### config.mk
export PLATFORM = sky130hd
export DESIGN_NAME = wave_frame_aligner
export DESIGN_NICKNAME = d
export VERILOG_FILES = /design/src/rtl/wave_frame_aligner.sv
export SDC_FILE = /design/constraint.sdc
export NUM_CORES = 1
export LEC_CHECK = 0
export BUFFER_PORTS_ARGS = -buffer_cell sky130_fd_sc_hd__buf_4
export CAP_MARGIN = 20
export CORE_ASPECT_RATIO = 0.5
export CORE_MARGIN = 5
export CORE_UTILIZATION = 35
export CTS_BUF_LIST = sky130_fd_sc_hd__clkbuf_2 sky130_fd_sc_hd__clkbuf_4 sky130_fd_sc_hd__clkbuf_8
export CTS_CLUSTER_DIAMETER = 60
export DETAILED_ROUTE_END_ITERATION = 8
export PLACE_DENSITY_LB_ADDON = 0.3
export SYNTH_ARGS = -nofsm -noshare
export SYNTH_HDL_FRONTEND = slang
export SYNTH_SLANG_ARGS = --single-unit
export TNS_END_PERCENT = 100
### constraint.sdc
create_clock -name clk -period 5.87 [get_ports clk]
set_input_delay 0.2935 -clock clk [delete_from_list [all_inputs] [get_ports clk]]
set_output_delay 0.2935 -clock clk [all_outputs]
set_load 0.005 [all_outputs]
### src/rtl/wave_frame_aligner.sv
// Removes DC offset from offset-binary ADC samples and emits FRAME_LEN decimated samples per frame,
// aligned to a rising mid-level crossing. Build macro WAVE_ALIGN_DC_EN enables per-frame DC tracking.
module wave_frame_aligner #(
    parameter int unsigned FRAME_LEN = 128,
    parameter int unsigned HYST      = 16,
    parameter int unsigned TIMEOUT   = 65535
) (
    input  logic        clk,
    input  logic        rst,
    input  logic [11:0] adc_data,
    input  logic        adc_valid,
    input  logic [15:0] dec_ratio,
    output logic [11:0] out_data,
    output logic        out_valid,
    output logic        frame_start,
    output logic        forced
);

    localparam int unsigned DW   = 12;
    localparam int unsigned CW   = DW + 2;
    localparam int unsigned RW   = 16;
    localparam int unsigned FL_W = (FRAME_LEN > 1) ? $clog2(FRAME_LEN) : 1;
    localparam int unsigned TO_W = (TIMEOUT > 1) ? $clog2(TIMEOUT + 1) : 1;

    localparam logic [1:0] ST_ARM     = 2'd0;
    localparam logic [1:0] ST_WAIT_HI = 2'd1;
    localparam logic [1:0] ST_CAPTURE = 2'd2;

    localparam logic [DW-1:0]        MID      = 12'd2048;
    localparam logic [TO_W-1:0]      TO_MAX   = TO_W'(TIMEOUT);
    localparam logic [FL_W-1:0]      LAST_IDX = FL_W'(FRAME_LEN - 1);
    localparam logic signed [DW:0]   SAT_MAX  = 13'sd2047;
    localparam logic signed [DW:0]   SAT_MIN  = -13'sd2048;

    logic [1:0]      state_q, state_d;
    logic [TO_W-1:0] tcnt_q, tcnt_d;
    logic [RW-1:0]   dec_q, dec_d;
    logic [RW-1:0]   dcnt_q, dcnt_d;
    logic [FL_W-1:0] scnt_q, scnt_d;
    logic            forced_q, forced_d;
    logic [DW-1:0]   out_data_q, out_data_d;
    logic            out_valid_q, out_valid_d;
    logic            frame_start_q, frame_start_d;

    logic [DW-1:0]        offset;
    logic [CW-1:0]        adc_ext, off_ext, hyst_ext;
    logic                 below_lo_c, above_hi_c;
    logic signed [DW:0]   diff_c;
    logic [DW-1:0]        sat_c;
    logic                 emit_c, start_c, force_start_c;

    // Threshold compares are done unsigned in a wider space so offset +/- HYST never wraps.
    assign adc_ext    = CW'(adc_data);
    assign off_ext    = CW'(offset);
    assign hyst_ext   = CW'(HYST);
    assign below_lo_c = (adc_ext + hyst_ext) < off_ext;
    assign above_hi_c = adc_ext >= (off_ext + hyst_ext);

    assign diff_c = $signed({1'b0, adc_data}) - $signed({1'b0, offset});

    always_comb begin
        sat_c = diff_c[DW-1:0];
        if (diff_c > SAT_MAX) begin
            sat_c = SAT_MAX[DW-1:0];
        end else if (diff_c < SAT_MIN) begin
            sat_c = SAT_MIN[DW-1:0];
        end
    end

    // Next-state and output decode; only accepted samples advance anything.
    always_comb begin
        state_d       = state_q;
        tcnt_d        = tcnt_q;
        dec_d         = dec_q;
        dcnt_d        = dcnt_q;
        scnt_d        = scnt_q;
        forced_d      = forced_q;
        out_data_d    = out_data_q;
        out_valid_d   = 1'b0;
        frame_start_d = 1'b0;
        emit_c        = 1'b0;
        start_c       = 1'b0;
        force_start_c = 1'b0;

        if (adc_valid) begin
            unique case (state_q)
                ST_ARM: begin
                    if (tcnt_q == TO_MAX) begin
                        force_start_c = 1'b1;
                    end else begin
                        if (below_lo_c) begin
                            state_d = ST_WAIT_HI;
                        end
                        tcnt_d = tcnt_q + TO_W'(1);
                    end
                end
                ST_WAIT_HI: begin
                    if (above_hi_c) begin
                        start_c = 1'b1;
                    end else if (tcnt_q == TO_MAX) begin
                        force_start_c = 1'b1;
                    end else begin
                        tcnt_d = tcnt_q + TO_W'(1);
                    end
                end
                ST_CAPTURE: begin
                    if (dcnt_q == dec_q) begin
                        emit_c = 1'b1;
                        dcnt_d = RW'(1);
                        if (scnt_q == LAST_IDX) begin
                            state_d = ST_ARM;
                            scnt_d  = '0;
                        end else begin
                            scnt_d = scnt_q + FL_W'(1);
                        end
                    end else begin
                        dcnt_d = dcnt_q + RW'(1);
                    end
                end
                default: begin
                    state_d = ST_ARM;
                end
            endcase

            // The triggering sample is output sample 0 of the new frame.
            if (start_c || force_start_c) begin
                emit_c        = 1'b1;
                frame_start_d = 1'b1;
                state_d       = ST_CAPTURE;
                tcnt_d        = '0;
                dcnt_d        = RW'(1);
                scnt_d        = FL_W'(1);
                dec_d         = (dec_ratio == '0) ? RW'(1) : dec_ratio;
                forced_d      = force_start_c;
            end

            if (emit_c) begin
                out_valid_d = 1'b1;
                out_data_d  = sat_c;
            end
        end
    end

    always_ff @(posedge clk or posedge rst) begin
        if (rst) begin
            state_q       <= ST_ARM;
            tcnt_q        <= '0;
            dec_q         <= '0;
            dcnt_q        <= '0;
            scnt_q        <= '0;
            forced_q      <= 1'b0;
            out_data_q    <= '0;
            out_valid_q   <= 1'b0;
            frame_start_q <= 1'b0;
        end else begin
            state_q       <= state_d;
            tcnt_q        <= tcnt_d;
            dec_q         <= dec_d;
            dcnt_q        <= dcnt_d;
            scnt_q        <= scnt_d;
            forced_q      <= forced_d;
            out_data_q    <= out_data_d;
            out_valid_q   <= out_valid_d;
            frame_start_q <= frame_start_d;
        end
    end

`ifdef WAVE_ALIGN_DC_EN
    localparam int unsigned ACC_W = DW + FL_W;

    logic [DW-1:0]    offset_q, offset_d;
    logic [ACC_W-1:0] acc_q, acc_d, acc_sum_c;
    logic             frame_end_c;

    // Mean of the emitted raw samples becomes the offset for the next frame.
    assign frame_end_c = emit_c && (state_q == ST_CAPTURE) && (scnt_q == LAST_IDX);
    assign acc_sum_c   = acc_q + ACC_W'(adc_data);

    always_comb begin
        acc_d    = acc_q;
        offset_d = offset_q;
        if (frame_end_c) begin
            acc_d    = '0;
            offset_d = DW'(acc_sum_c >> FL_W);
        end else if (emit_c) begin
            acc_d = acc_sum_c;
        end
    end

    always_ff @(posedge clk or posedge rst) begin
        if (rst) begin
            offset_q <= MID;
            acc_q    <= '0;
        end else begin
            offset_q <= offset_d;
            acc_q    <= acc_d;
        end
    end

    assign offset = offset_q;
`else
    assign offset = MID;
`endif

    assign out_data    = out_data_q;
    assign out_valid   = out_valid_q;
    assign frame_start = frame_start_q;
    assign forced      = forced_q;

endmodule

==> reports/results.tsv, run 1 <==
metric	value	unit
RR Startpoint	tcnt_q[0]$_DFFE_PP0P_	
Setup crit end	forced$_DFFE_PP0P_	
Pleak	1.95	nW
Crit. End Element	flop	
R2R Setup Slk	2.87	ns
Setup TNS	0	ns
Metal-1 WL	3.72	mm
Nets	451	
mapped cell area	0.00357	mm²
detailed placement HPWL	5.61	mm
type of origin of the critical path	flop	
# IOs	46	
minimum clock period	3.00	ns
final wirelength	7.92	mm
maximum VDD drop	0.000149	V
CP Data Arrival Time	3.23	ns
simple-gate share of the synthesized area	0.222	
synthesis-to-layout area growth	19.4	%
First-pass DRT Iterations	4	
CTS Root Cell	clkbuf_8	
Util after Layout	0.422	
outcome	complete, no violations	
CTS max path bufs	2	
Comb power frac	0.290	
die footprint	0.0124	mm²
Crit Path Max Fanout	33	
hold path startpoint	dec_ratio[13]	
worst skew pair latency	0.34	ns
IO buf count	45	
post-synth top area share	0.505	
combinational family with the most area after synthesis	simple AND/OR/NAND/NOR gates	
die width	153	µm
dominant synthesized flop cell	dfrtp_1	
initial core utilization	0.354	
CTS sink cnt	72	
clock power share	0.237	
number of setup violations in the final report	0	
GPL Wtd Cong	0.781	
Crit path required time	6.10	ns
WL met2	3.88	mm
Synth area leaders	dfrtp_1 (50%), nand2_1 (7.0%), xnor2_1 (4.9%), o21ai_0 (3.8%), mux2_2 (3.8%)	
Worst-path clk slew	0.07	ns
Yosys top cell by area	dfrtp_1	
postcts setup bufs	0	
CP Launch Point	tcnt_q[0]$_DFFE_PP0P_	
DR vias	2799	
Highest Signal Layer	met4	
first-pass GRT wire length	13.3	mm
die height	81.4	µm
Power Density	384	mW/mm²
skew final	0.00996	ns
Max-Cap Viols	0	
Worst R2R Path Depth	8	
Mapped Nets	405	
Final Hold Fails	0	
Synth async-reset ratio	1.00	
adder-cell area share of the yosys netlist	0.0105	
EDFF count, synth	0	
via/cell ratio	4.98	
post-synthesis cell count	371	
vias in the first global route	2745	
Overall Global Routing Usage	0.134	
critical path class	reg2reg	
largest net degree at the start of global routing	73	
Sw Ratio	0.327	
Synth cell types	40	
YS warnings	0	
XOR/XNOR share of the synthesized area	0.0712	
Final period util	0.511	
r2r endpoint	forced$_DFFE_PP0P_	
Synth Area in Compound Gates	0.122	
Avg Cell Area, Syn	9.62	µm²
met3 WL post-DR	224	µm
post-synthesis mux area share	0.0407	
antenna cells	0	
CTS Buf Count	9	
max frequency	0.334	GHz
post_cts resized	0	
Cell Int Power	1.10	mW
CORE AREA	0.0101	mm²
std cell rows	26	
Hold Crit Class	in2reg	
remaining global-route overflow	0	
ANT nets after route	0	
H-tree levels	3	
WL/cell	14.1	µm
TritonCTS clock tree	built	
initial antenna violation count	0	
register share of total power	0.473	
initial detailed-routing violation count	153	
RSZ-0062 raised after global routing	false	
max_slew headroom	0.344	
Psw	0.534	mW
share of cells above drive strength 1	0.209	
sequential area share after synthesis	0.505	
Slew Viols, Final	0	
Hold-fix buffers, CTS	0	
worst-margin pin slew	0.983	ns
drc violations	0	
synthesized flop and latch total	72	
[worst min-delay path by stage]
stage | depth (start not counted) | end | slack, ns
floorplan | 2 | dec_q[10]$_DFFE_PP0P_ | 0.40
global placement | 2 | out_data[11]$_DFFE_PP0P_ | 0.47
detailed placement | 2 | out_data[11]$_DFFE_PP0P_ | 0.49
CTS | 3 | dec_q[13]$_DFFE_PP0P_ | 0.13
global route | 3 | dec_q[3]$_DFFE_PP0P_ | 0.14
finish | 3 | dec_q[13]$_DFFE_PP0P_ | 0.15
[registers in the layout, indices dropped and copies added, names as in the netlist]
register and cells:
scnt_q 7, forced 1, tcnt_q 16, frame_start 1, dcnt_q 16, state_q 2
out_valid 1, dec_q 16, out_data 12
[metrics by stage]
| step | worst slack (ns) | std cells | power (mW) | hold WS [ns] | area [µm²] |
|---|---|---|---|---|---|
| final | 2.87 | 562 | 1.63 | 0.146 | 4260 |
| after global routing | 2.62 | 562 | 1.75 | 0.143 | 4260 |
| after CTS | 2.87 | 562 | 1.65 | 0.134 | 4260 |
| after detailed placement | 2.88 | 546 | 1.26 | 0.486 | 4060 |
| after global placement | 2.95 | 546 | 1.25 | 0.474 | 4060 |
| after floorplan | 3.68 | 371 | 1.07 | 0.399 | 3570 |
[worst max-delay path, cell delays in order, from the launching register on]
cell	delay, ns
dfrtp_1	0.41
ha_1	0.21
nand3_1	0.08
or2_1	0.31
o32ai_2	0.27
buf_4	0.25
nand2_1	0.37
inv_2	0.58
mux2_2	0.39
[power by group through the flow]
stage                     clock network (mW)  registers, mW  logic, mW
after floorplan                            0          0.741      0.332
after global routing                   0.420          0.796      0.534
after CTS                              0.397          0.775      0.480
after detailed placement                   0          0.783      0.478
after global placement                     0          0.781      0.469
final                                  0.387          0.774      0.474
[per-layer routing]
layer	global-route usage	up-vias
li1	-	1385
met1	0.170	1365
met2	0.225	40
met3	0.0383	9
met4	0.0436	0
met5	0	-
[final cells by class]
cell class,count,area [µm²]
sequential,72,1800
clock inverter,2,10.0
timing repair buffer,50,375
fill,1006,5830
tap,140,175
multi-input combinational,275,1670
inverter,9,33.8
clock buffer,14,193
[cell families after synthesis]
logic type	Yosys count
compound gates	66
xor+xnor	29
mux	13
buf+inv	24
fa+ha+maj	3
simple gates	164
flops	72
[placed cells by master, fill, tap and decap left out, types with 6 or more instances in the layout]
| cell | instances |
|---|---|
| a21oi_1 | 11 |
| a22o_1 | 10 |
| and3_1 | 8 |
| buf_4 | 50 |
| clkbuf_8 | 14 |
| dfrtp_1 | 72 |
| inv_1 | 7 |
| mux2_2 | 12 |
| nand2_1 | 67 |
| nand3_1 | 14 |
| nand4_1 | 12 |
| nor2_1 | 25 |
| nor2b_1 | 6 |
| nor3_1 | 12 |
| o21ai_0 | 27 |
| xnor2_1 | 20 |
| xor2_1 | 9 |
[cells in the mapped netlist, drive strengths merged, types with 10 or more instances]
cell	instances
nor2	25
a22o	10
clkbuf	10
a21oi	11
nand3	14
o21ai	27
mux2	12
nor3	12
nand2	67
dfrtp	72
nand4	12
xnor2	20
Power figures use the tool's default switching activity.
==> run 2, diff against run 1 <==
- ABC_AREA: default -> 1
- clock period: 5.87 -> 2.7 ns (I/O delays scaled with it)
==> run 2 against run 1 <==
Compared with the run above:
- register-to-register slack got worse by 2.3 ns
- first-iteration DRC count is 20% higher
- clock power grew to 2.8 times the previous value
- global-route usage increased by 0.64 points
- non-clock buffer count is 19 higher
- synthesized cell count rose by 31%
- sequential power grew 130%
- power increased to 2.5 times the previous value
- clock skew decreased by 0.0020 ns
- highest routed layer unchanged
- sequential cell count did not move
- sequential share of layout area down 4.9 points
- area after synthesis increased by 9.6%
- critical endpoint is now scnt_q[4]$_DFFE_PP0P_
==> reports/results.tsv, run 2 <==
metric	value	unit	change
Final Hold Fails	0		unchanged
outcome	complete, no violations		unchanged
DR vias	3242		was 2799
post-synth top area share	0.461		was 0.505
Hold Crit Class	in2reg		unchanged
Mapped Nets	520		was 405
initial core utilization	0.357		was 0.354
initial antenna violation count	0		unchanged
# fillers	1122		was 1006
synthesis-to-layout area growth	23.0	%	was 19.4%
Worst-path clk slew	0.08	ns	was 0.07 ns
Synth async-reset ratio	1.00		unchanged
simple-gate share of the synthesized area	0.315		was 0.222
First-pass DRT Iterations	4		unchanged
vias in the first global route	3310		was 2745
minimum clock period	2.15	ns	was 3.00 ns
most frequent cells in the layout	nand2_1 (142), dfrtp_1 (72), buf_4 (51)		was dfrtp_1 (72), nand2_1 (67), buf_4 (50)
Synth area leaders	dfrtp_1 (46%), nand2_1 (14%), xor2_1 (5.6%), nor2_1 (4.8%), inv_1 (3.7%)		was dfrtp_1 (50%), nand2_1 (7.0%), xnor2_1 (4.9%), o21ai_0 (3.8%), mux2_2 (3.8%)
hold path startpoint	dec_ratio[12]		was dec_ratio[13]
# IOs	46		unchanged
share of cells above drive strength 1	0.174		was 0.209
TritonCTS clock tree	built		unchanged
drc violations	0		unchanged
EDFF count, synth	0		unchanged
Synth Area in Compound Gates	0.0666		was 0.122
Crit path required time	2.94	ns	was 6.10 ns
antenna cells	0		unchanged
Hold Slack	0.0569	ns	was 0.146 ns
XOR/XNOR share of the synthesized area	0.0806		was 0.0712
CORE AREA	0.0109	mm²	was 0.0101 mm²
CTS max path bufs	2		unchanged
adder-cell area share of the yosys netlist	0.00960		was 0.0105
std cell rows	27		was 26
ANT nets after route	0		unchanged
post-place setup slack	0.552	ns	was 2.88 ns
Crit. End Element	flop		unchanged
CTS Root Cell	clkbuf_8		unchanged
maximum VDD drop	0.000325	V	was 0.000149 V
max frequency	0.465	GHz	was 0.334 GHz
die height	84.7	µm	was 81.4 µm
mapped cell area	0.00391	mm²	was 0.00357 mm²
sequential area share after synthesis	0.461		was 0.505
Setup TNS	0	ns	unchanged
worst skew pair latency	0.36	ns	was 0.34 ns
detailed placement HPWL	6.26	mm	was 5.61 mm
Crit Path Max Fanout	26		was 33
R2R Setup Slk	0.55	ns	was 2.87 ns
die width	159	µm	was 153 µm
most frequent cell after synthesis	nand2_1		was dfrtp_1
synthesized flop and latch total	72		unchanged
Slew Viols, Final	0		unchanged
Power Density	853	mW/mm²	was 384 mW/mm²
CP Data Arrival Time	2.39	ns	was 3.23 ns
r2r endpoint	scnt_q[4]$_DFFE_PP0P_		was forced$_DFFE_PP0P_
critical path class	reg2reg		unchanged
CTS sink cnt	72		unchanged
postcts setup bufs	0		unchanged
post-synthesis cell count	486		was 371
Synth cell types	34		was 40
most common cell after layout, fill and taps aside	nand2_1		was dfrtp_1
Pleak	2.37	nW	was 1.95 nW
combinational family with the most area after synthesis	simple AND/OR/NAND/NOR gates		unchanged
Crit path largest cell delay	0.37	ns	was 0.58 ns
YS warnings	0		unchanged
type of origin of the critical path	flop		unchanged
dominant synthesized flop cell	dfrtp_1		unchanged
Worst R2R Path Depth	13		was 8
first-pass GRT wire length	15.8	mm	was 13.3 mm
final wirelength	8.78	mm	was 7.92 mm
hold path depth	3		unchanged
crit-path cells	ha_1, nand2_1, nor2_1, nand2_1, nor2_4, nand3_4, nand2_4, nand2_4, nand2_8, nand2_4, buf_4, nand2_1, o21ai_2		was ha_1, nand3_1, or2_1, o32ai_2, buf_4, nand2_1, inv_2, mux2_2
post_cts resized	0		unchanged
Nets	587		was 451
number of setup violations in the final report	0		unchanged
Avg Cell Area, Syn	8.05	µm²	was 9.62 µm²
max_slew headroom	0.678		was 0.344
initial detailed-routing violation count	183		was 153
remaining global-route overflow	0		unchanged
skew final	0.00792	ns	was 0.00996 ns
CP max-delay cell	dfrtp_1		was inv_2
WL/cell	12.5	µm	was 14.1 µm
most common library cells after synthesis	nand2_1 (142), dfrtp_1 (72), nor2_1 (50)		was dfrtp_1 (72), nand2_1 (67), o21ai_0 (27)
H-tree levels	3		unchanged
Final period util	0.797		was 0.511
Overall Global Routing Usage	0.140		was 0.134
Max-Cap Viols	0		unchanged
via/cell ratio	4.61		was 4.98
CTS Buf Count	9		unchanged
hold worst-path end	dec_q[12]$_DFFE_PP0P_		was dec_q[13]$_DFFE_PP0P_
worst-margin pin slew	0.483	ns	was 0.983 ns
setup ws final	0.549	ns	was 2.87 ns
IO buf count	45		unchanged
largest net degree at the start of global routing	33		was 73
largest registers	dcnt_q (16), dec_q (16), tcnt_q (16)		unchanged
RR Startpoint	tcnt_q[1]$_DFFE_PP0P_		was tcnt_q[0]$_DFFE_PP0P_
die footprint	0.0135	mm²	was 0.0124 mm²
RSZ-0062 raised after global routing	false		unchanged
Yosys top cell by area	dfrtp_1		unchanged
post-synthesis mux area share	0		was 0.0407
GPL Wtd Cong	0.845		was 0.781
run 2: cell count changes in the layout (fill, tap and decap cells not counted), sizes merged, moves of 6 or more:
cell,previous run,this run
dlygate4sd3,0,18
and3,8,1
nand4,12,20
inv,9,44
mux2,12,0
a22o,10,0
xor2,9,25
xnor2,20,11
nor2b,6,0
nand3,14,29
nor2,25,54
nand2,67,148
run 2: kinds of logic after synthesis:
family,after synthesis
AND/OR/NAND/NOR,272
XOR/XNOR,36
buffers and inverters,58
adder cells (fa/ha/maj),3
AO/OA/AOI/OAI,45
flip-flops,72
run 2: per-layer routing:
layer	wire, µm	global-route usage
met1	4280	0.186
met2	4070	0.225
met3	332	0.0407
met4	95	0.0395
met5	0	0
run 2: how the worst max path moves through the flow:
stage / start / endpoint / slack [ns] / cells after the start
after floorplan: rst / dcnt_q[0]$_DFFE_PP0P_ / 0.74 / 1
after global placement: tcnt_q[1]$_DFFE_PP0P_ / forced$_DFFE_PP0P_ / 0.59 / 12
after detailed placement: tcnt_q[1]$_DFFE_PP0P_ / scnt_q[2]$_DFFE_PP0P_ / 0.55 / 13
after CTS: tcnt_q[1]$_DFFE_PP0P_ / scnt_q[4]$_DFFE_PP0P_ / 0.54 / 13
after global routing: tcnt_q[1]$_DFFE_PP0P_ / forced$_DFFE_PP0P_ / 0.28 / 12
final: tcnt_q[1]$_DFFE_PP0P_ / scnt_q[4]$_DFFE_PP0P_ / 0.55 / 13
run 2: stage by stage:
step	util	area, µm²	total power, mW	std cells
2_1_floorplan	-	3910	2.61	486
3_3_place_gp	0.400	4380	3.02	669
3_5_place_dp	0.400	4380	3.05	669
4_1_cts	0.440	4810	4.15	703
5_1_grt	0.440	4810	4.44	703
6_report	0.440	4810	4.11	703
run 2: repair_timing:
item | in CTS | in global routing
hold buffers | 18 | 0
endpoints found under the setup margin | 0 | 0
endpoints found under the hold margin | 38 | 0
run 2: power breakdown:
group | internal [mW] | switching (mW) | leakage [nW]
combinational | 0.587 | 0.679 | 1.30
clock | 0.650 | 0.423 | 0.127
sequential | 1.42 | 0.343 | 0.943
total | 2.66 | 1.44 | 2.37
run 2: critical path, delay by kind of cell, from the launching register on:
kind / cells / cell delay (ns)
simple gates: 10 / 1.17
flops: 1 / 0.37
buf+inv: 1 / 0.25
fa+ha+maj: 1 / 0.19
compound gates: 1 / 0.05
run 2: layout make-up:
class	count	area, µm²	share of cell area
clock buffers	11	145	0.0302
clock inverters	5	104	0.0216
inverters	45	170	0.0354
multi-input cells	356	1850	0.384
flip-flops and latches	72	1800	0.375
well taps	145	181	0.0377
repair buffers	69	563	0.117
==> run 3, diff against run 2 <==
- clock period: 2.7 -> 1.9 ns (I/O delays scaled with it)
==> run 3 against run 2 <==
Compared with the run above:
- core utilization grew 2.0 points
- non-clock buffer count increased by 19
- wire length grew 2.9%
- global-route usage is 0.33 points lower
- clock power up 6%
- via count rose by 3.6%
- setup slack worse by 0.51 ns
- design area grew 4.6%
- count of clock-buffer cells in the layout shrank 1
- combinational power rose by 65%
- critical path type unchanged
- largest cell class unchanged
- highest routed layer unchanged
==> reports/results.tsv, run 3 (synthesis results as in run 2) <==
metric	value	unit	change
outcome	complete, no violations		unchanged
Slew Viols, Final	0		unchanged
Psw	2.14	mW	was 1.44 mW
max_slew headroom	0.600		was 0.678
CTS max path bufs	2		unchanged
minimum clock period	1.86	ns	was 2.15 ns
Util after Layout	0.460		was 0.440
largest registers	dcnt_q (16), dec_q (16), tcnt_q (16)		unchanged
maximum VDD drop	0.000370	V	was 0.000325 V
First-pass DRT Iterations	5		was 4
type of origin of the critical path	flop		unchanged
largest net degree at the start of global routing	31		was 33
worst skew pair latency	0.35	ns	was 0.36 ns
R2R Setup Slk	0.04	ns	was 0.55 ns
die footprint	0.0135	mm²	unchanged
antenna cells	0		unchanged
Tot Pwr	5.70	mW	was 4.11 mW
drc violations	0		unchanged
Crit path required time	2.14	ns	was 2.94 ns
most frequent cells in the layout	nand2_1 (138), dfrtp_1 (72), buf_4 (61)		was nand2_1 (142), dfrtp_1 (72), buf_4 (51)
share of cells above drive strength 1	0.213		was 0.174
Final Hold Fails	0		unchanged
worst-margin pin slew	0.599	ns	was 0.483 ns
Sw Ratio	0.376		was 0.352
DR vias	3360		was 3242
Nets	606		was 587
Worst R2R Path Depth	13		unchanged
TritonCTS clock tree	built		unchanged
RSZ-0062 raised after global routing	true		was false
number of setup violations in the final report	0		unchanged
CTS Root Cell	clkbuf_8		unchanged
Crit. End Element	flop		unchanged
initial antenna violation count	0		unchanged
final wirelength	9.04	mm	was 8.78 mm
die width	159	µm	unchanged
Overall Global Routing Usage	0.137		was 0.140
Setup crit end	scnt_q[6]$_DFFE_PP0P_		was scnt_q[4]$_DFFE_PP0P_
critical path class	reg2reg		unchanged
skew final	0.0112	ns	was 0.00792 ns
r2r endpoint	scnt_q[6]$_DFFE_PP0P_		was scnt_q[4]$_DFFE_PP0P_
Max-Cap Viols	0		unchanged
max frequency	0.537	GHz	was 0.465 GHz
die height	84.7	µm	unchanged
synthesis-to-layout area growth	28.6	%	was 23.0%
Cell Int Power	3.56	mW	was 2.66 mW
std cell rows	27		unchanged
ANT nets after route	0		unchanged
clock power share	0.197		was 0.261
CTS Buf Count	9		unchanged
remaining global-route overflow	0		unchanged
GPL Wtd Cong	0.818		was 0.845
CP Data Arrival Time	2.10	ns	was 2.39 ns
initial detailed-routing violation count	184		was 183
# IOs	46		unchanged
first-pass GRT wire length	15.4	mm	was 15.8 mm
via/cell ratio	4.65		was 4.61
IO buf count	45		unchanged
Comb power frac	0.369		was 0.308
vias in the first global route	3228		was 3310
register share of total power	0.434		was 0.430
H-tree levels	3		unchanged
CORE AREA	0.0109	mm²	unchanged
hold path depth	3		unchanged
Power Density	1130	mW/mm²	was 853 mW/mm²
Worst-path clk slew	0.09	ns	was 0.08 ns
most common cell after layout, fill and taps aside	nand2_1		unchanged
Final period util	0.980		was 0.797
Hold Slack	0.0210	ns	was 0.0569 ns
CP Launch Point	tcnt_q[1]$_DFFE_PP0P_		unchanged
initial core utilization	0.357		unchanged
CTS sink cnt	72		unchanged
Hold Crit Class	in2reg		unchanged
Crit Path Max Fanout	15		was 26
WL/cell	12.5	µm	about the same
RR Startpoint	tcnt_q[1]$_DFFE_PP0P_		unchanged
Pleak	2.46	nW	was 2.37 nW
detailed placement HPWL	6.42	mm	was 6.26 mm
## run 3: cell count changes in the layout (fill, tap and decap cells not counted), sizes merged
cell	change
inv	+1
clkbuf	+1
buf	+17
bufinv	-3
clkinvlp	+3
## run 3: worst max-delay path, stage by stage, from the launching register on
cell     delay, ns
dfrtp_1       0.38
ha_2          0.20
nand2_1       0.06
nor2_1        0.12
nand2_1       0.10
nor2_4        0.12
nand3_4       0.09
nand2_4       0.11
nand2_4       0.09
nand2_8       0.12
nand2_8       0.10
buf_12        0.16
nand2_1       0.07
o21ai_2       0.05
## run 3: layout make-up
cell class	instances	area, µm²
flip-flops and latches	72	1800
well taps	145	181
clock buffers	10	138
clock inverters	6	42.5
repair buffers	88	811
multi-input cells	356	1880
fillers	1121	5920
inverters	45	174
## run 3: repair_timing
item | in CTS | in global routing
endpoints found under the setup margin | 0 | 34
buffers inserted | 0 | 5
endpoints found under the hold margin | 39 | 0
resized for setup | 0 | 11
hold buffers | 18 | 0
## run 3: worst min path at each step
stage	start	endpoint	slack (ns)
6_report	adc_data[4]	out_data[4]$_DFFE_PP0P_	0.02
5_1_grt	adc_data[4]	out_data[4]$_DFFE_PP0P_	0.02
4_1_cts	adc_data[4]	out_data[4]$_DFFE_PP0P_	0.005
3_5_place_dp	rst	dcnt_q[4]$_DFFE_PP0P_	0.21
3_3_place_gp	rst	dcnt_q[4]$_DFFE_PP0P_	0.21
2_1_floorplan	adc_data[11]	out_data[11]$_DFFE_PP0P_	0.18
## run 3: power groups by stage
| stage | Clock (mW) | Sequential (mW) | Combinational [mW] |
|---|---|---|---|
| 3_3_place_gp | 0 | 2.50 | 1.91 |
| 3_5_place_dp | 0 | 2.50 | 1.95 |
| 4_1_cts | 1.17 | 2.48 | 1.98 |
| 5_1_grt | 1.24 | 2.54 | 2.38 |
| 2_1_floorplan | 0 | 2.41 | 1.30 |
| 6_report | 1.13 | 2.47 | 2.10 |
## run 3: per-layer routing
| metal | up-vias | GRT usage | wire [µm] |
|---|---|---|---|
| met4 | 0 | 0.0372 | 112 |
| li1 | 1730 | - | - |
| met1 | 1568 | 0.183 | 4420 |
| met3 | 11 | 0.0422 | 390 |
| met2 | 51 | 0.217 | 4110 |
| met5 | - | 0 | 0 |
## run 3: through the flow
step                setup TNS, ns  cells  setup WS, ns  cell area [µm²]
detailed placement              0    681        0.0463             4540
floorplan                       0    486         0.193             3910
finish                          0    722        0.0374             5030
global placement                0    681        0.0942             4540
CTS                             0    715        0.0461             4900
global route                -1.22    722       -0.0751             5030
